`config.mk`:
```
export PLATFORM = sky130hd
export DESIGN_NAME = sat_counter
export DESIGN_NICKNAME = d
export VERILOG_FILES = /design/src/rtl/sat_counter.sv
export SDC_FILE = /design/constraint.sdc
export NUM_CORES = 1
export LEC_CHECK = 0
export BUFFER_PORTS_ARGS = -buffer_cell sky130_fd_sc_hd__clkbuf_2
export CAP_MARGIN = 20
export CORE_AREA = 2 2 39 41
export DETAILED_ROUTE_END_ITERATION = 7
export DIE_AREA = 0 0 41 43
export PLACE_DENSITY_LB_ADDON = 0.1
export SLEW_MARGIN = 20
export SYNTH_ARGS = -nofsm -noshare
export SYNTH_HDL_FRONTEND = slang
export SYNTH_SLANG_ARGS = --single-unit
```
`constraint.sdc`:
```
create_clock -name clk -period 4.37 [get_ports clk]
set_clock_uncertainty 0.1 [all_clocks]
set_input_delay 0.874 -clock clk [delete_from_list [all_inputs] [get_ports clk]]
set_output_delay 0.874 -clock clk [all_outputs]
set_load 0.05 [all_outputs]
```
`src/rtl/sat_counter.sv`:
```
// Saturating up-counter with synchronous clear; holds at all-ones.
module sat_counter #(
  parameter int W = 8
) (
  input  logic         clk,
  input  logic         clr,
  input  logic         inc,
  output logic [W-1:0] q
);

  // NOTE: sequential state is written with non-blocking assignments only, so
  // every flop samples pre-edge values regardless of block evaluation order.
  always_ff @(posedge clk) begin
    if (clr) begin
      q <= '0;
    end else if (inc && (q != '1)) begin
      q <= q + W'(1);
    end
  end

endmodule

```
==> run_summary.xml <==
<?xml version="1.0" encoding="UTF-8"?>
<metrics>
  <group name="timing">
    <metric name="tns" unit="ps">0</metric>
    <metric name="achievable-frequency" unit="MHz">497.5</metric>
    <metric name="post-route-min-period" unit="ps">2010</metric>
    <metric name="timing_hold_violations_final" unit="">0</metric>
    <metric name="transition_at_the_pin_with_the_smallest_max_transition_slack" unit="ps">281.7</metric>
    <metric name="timing.hold.ws" unit="ps">407.8</metric>
    <metric name="timing.final.setup_violations" unit="">0</metric>
    <metric name="timing_max_transition_violations_final" unit="">0</metric>
    <metric name="grt_setup_unrepaired" unit="">no</metric>
    <metric name="finalCritPeriodShare" unit="%">46.00</metric>
    <metric name="max_slew_margin" unit="%">81.22</metric>
  </group>
  <group name="power_and_ir_drop">
    <metric name="sw_frac_of_total" unit="%">26.34</metric>
    <metric name="power.density_cell_area" unit="nW/um2">297.9</metric>
    <metric name="p_leak" unit="uW">0.0002102</metric>
    <metric name="post-layout-total-power" unit="uW">152.4</metric>
    <metric name="p_comb_share" unit="%">11.5</metric>
    <metric name="internal_power" unit="uW">112.3</metric>
    <metric name="pwr-share-clk" unit="%">37.7</metric>
    <metric name="p_sw" unit="uW">40.15</metric>
    <metric name="ir_worst_vdd" unit="uV">95.82</metric>
    <metric name="pwr-share-seq" unit="%">50.8</metric>
  </group>
  <group name="critical_path">
    <metric name="critPathLaunch" unit="">q[3]</metric>
    <metric name="crit_path_start_kind" unit="">flop</metric>
    <metric name="cp.required" unit="ps">3400</metric>
    <metric name="slowest_stage" unit="">dfxtp_1</metric>
    <metric name="timing.critical_path.to_type" unit="">output pin</metric>
    <metric name="regToRegStartpoint" unit="">q[0]</metric>
    <metric name="path_max_fanout" unit="">8</metric>
    <metric name="timing.critical_path.max_delay_family" unit="">flip-flops</metric>
    <metric name="cp_data_arrival_time" unit="ps">1040</metric>
    <metric name="timing.critical_path.cells" unit="">clkbuf_2</metric>
    <metric name="slowest_delay" unit="ps">450</metric>
    <metric name="crit_path_buffers_inverters" unit="">1</metric>
    <metric name="timing_worst_setup_path_type" unit="">reg -&gt; out</metric>
  </group>
  <group name="hold_path">
    <metric name="min_delay_path_class" unit="">reg -&gt; reg</metric>
    <metric name="holdCritStartpoint" unit="">q[1]</metric>
  </group>
  <group name="yosys">
    <metric name="muxShareOfSynthArea" unit="%">5.814</metric>
    <metric name="synth_sequential_area_ratio" unit="%">37.21</metric>
    <metric name="post_synth.cell_area_avg" unit="um2">9.357</metric>
    <metric name="syn-instance-count" unit="">46</metric>
    <metric name="synthSimpleGateAreaFrac" unit="%">24.71</metric>
    <metric name="ys_ff_latch" unit="">8</metric>
    <metric name="synth-edff-count" unit="">0</metric>
    <metric name="postSynth.asyncResetShare" unit="%">0</metric>
    <metric name="synth_xor_area_share" unit="%">0</metric>
    <metric name="ys.warnings.count" unit="">0</metric>
    <metric name="synth_nets" unit="">50</metric>
    <metric name="synth_compound_gate_area_share" unit="%">25.87</metric>
    <metric name="yosys.area_share.adder" unit="%">2.907</metric>
    <metric name="dominant_combinational_cell_family_by_area_after_synthesis" unit="">compound AO/OA/AOI/OAI gates</metric>
    <metric name="synth.cell_area" unit="um2">430.4</metric>
    <metric name="synth_ff_type" unit="">dfxtp_1</metric>
    <metric name="synth.distinct_cells" unit="">25</metric>
  </group>
  <group name="grt">
    <metric name="globalRoute.totalOverflow" unit="">0</metric>
    <metric name="grt_first_pass_wirelength" unit="um">1407</metric>
    <metric name="first_global_vias" unit="">316</metric>
    <metric name="grt_antenna_before_repair" unit="">0</metric>
    <metric name="grt_start_max_net_pins" unit="">9</metric>
    <metric name="grt_use_total" unit="%">12.31</metric>
  </group>
  <group name="route">
    <metric name="drt_pre_antenna_iters" unit="">4</metric>
    <metric name="route.detailed.drc" unit="">0</metric>
    <metric name="route.vias.total" unit="">394</metric>
    <metric name="vias_per_cell" unit="">5.324</metric>
    <metric name="antenna_violating_nets_post_route" unit="">0</metric>
    <metric name="post_route_wl" unit="um">920</metric>
    <metric name="drt-wirelength-per-cell" unit="um">12.43</metric>
    <metric name="detailedRoute.firstIterationViolations" unit="">6</metric>
  </group>
  <group name="clock_tree">
    <metric name="tritoncts_buffers" unit="">3</metric>
    <metric name="clk_pin_slew" unit="ps">60</metric>
    <metric name="worstSkewPairLatency" unit="ps">250</metric>
    <metric name="post-cts-setup-buffer-count" unit="">0</metric>
    <metric name="post_cts_resized" unit="">0</metric>
    <metric name="htreeDepth" unit="">1</metric>
    <metric name="root_buffer" unit="">clkbuf_4</metric>
    <metric name="clk_path_buf_depth" unit="">2</metric>
    <metric name="holdBufCountCts" unit="">0</metric>
    <metric name="tritoncts_clock_tree" unit="">done</metric>
    <metric name="cts.sinks" unit="">8</metric>
  </group>
  <group name="place">
    <metric name="routabilityCongestion" unit="">0.7262</metric>
    <metric name="place.port_buffers" unit="">10</metric>
    <metric name="detailed_place_hpwl" unit="um">687.3</metric>
  </group>
  <group name="floorplan">
    <metric name="initial_core_util" unit="%">31.10</metric>
    <metric name="core.rowCount" unit="">14</metric>
    <metric name="fp.coreArea" unit="um2">1384</metric>
    <metric name="i_o_pin_cnt" unit="">11</metric>
    <metric name="die_area" unit="um2">1763</metric>
    <metric name="fp.dieW" unit="um">41</metric>
    <metric name="floorplan.die.height" unit="um">43</metric>
  </group>
  <group name="cells_and_area">
    <metric name="layout.filler_cells" unit="">145</metric>
    <metric name="area_delta_synth_final" unit="%">18.90</metric>
    <metric name="total_area_of_multi_input_combinational_cells" unit="um2">255.2</metric>
    <metric name="top_regs" unit="">q (8)</metric>
    <metric name="final_net_count" unit="">64</metric>
    <metric name="drive_gt1_share" unit="%">31.03</metric>
    <metric name="area.sequential" unit="um2">160.2</metric>
    <metric name="highest_count_cells_in_the_layout_ignoring_fill_and_taps" unit="">clkbuf_2 (10), dfxtp_1 (8), a21oi_1 (5), nand2_1 (5), clkbuf_4 (3)</metric>
    <metric name="top_register" unit="">q</metric>
    <metric name="largest_register_ff_count" unit="">8</metric>
    <metric name="antennaDiodeCount" unit="">0</metric>
    <metric name="layout.cells.most_common" unit="">clkbuf_2</metric>
    <metric name="final_core_util" unit="%">36.98</metric>
  </group>
  <group name="flow_run">
    <metric name="cap_violations" unit="">0</metric>
  </group>
  <group name="outcome">
    <metric name="status" unit="">finished, final reports clean</metric>
  </group>
</metrics>
final cells by class:
cell class                 count  share of cell area (%)
multi-input combinational     36                   49.88
sequential                     8                   31.30
timing repair buffer          10                   9.780
clock buffer                   3                   4.401
tap                           16                   3.912
inverter                       1                  0.7335
routing by layer:
metal	global-route usage, %	share of wire, %
met2	14.37	43
met3	3.141	4.7
met5	0	0
met1	16.99	51
met4	12.00	1.2
path summary, 6_finish.rpt:
kind,cells past startpoint,slack (ps),end
max,1,2360,q[3]
min,2,410,q[1]
max reg2reg,4,2840,q[0]
min reg2reg,2,410,q[1]
stage by stage:
| step | setup WS [ps] | area, um2 | std cells |
|---|---|---|---|
| 2_1_floorplan | 2613 | 430.4 | 46 |
| 3_3_place_gp | 2563 | 489.2 | 71 |
| 3_5_place_dp | 2549 | 489.2 | 71 |
| 4_1_cts | 2358 | 511.7 | 74 |
| 5_1_grt | 2307 | 511.7 | 74 |
| 6_report | 2360 | 511.7 | 74 |
Yosys cell counts, types with 2 or more instances:
master | n | share of area [%]
nand2_1 | 5 | 4.4
nand3_1 | 2 | 2.3
dfxtp_1 | 8 | 37
nor3_1 | 2 | 2.3
o21bai_1 | 2 | 3.5
and4_1 | 2 | 4.1
a211oi_1 | 2 | 3.5
nand4_1 | 2 | 2.9
a21oi_1 | 5 | 5.8
logic make-up (layout without fill, tap and decap cells):
logic type | after synthesis | in the layout
simple gates | 18 | 18
compound gates | 15 | 15
flops | 8 | 8
mux | 2 | 2
buf+inv | 2 | 14
fa+ha+maj | 1 | 1
power groups by stage:
stage	combinational, uW	clock, uW	sequential (uW)
3_5_place_dp	17.7	0	79.1
4_1_cts	17.7	59.9	77.5
3_3_place_gp	17.8	0	79.1
6_report	17.6	57.4	77.4
2_1_floorplan	6.41	0	85.0
5_1_grt	18.8	64.4	77.7
(Power assumes the default switching activity.)
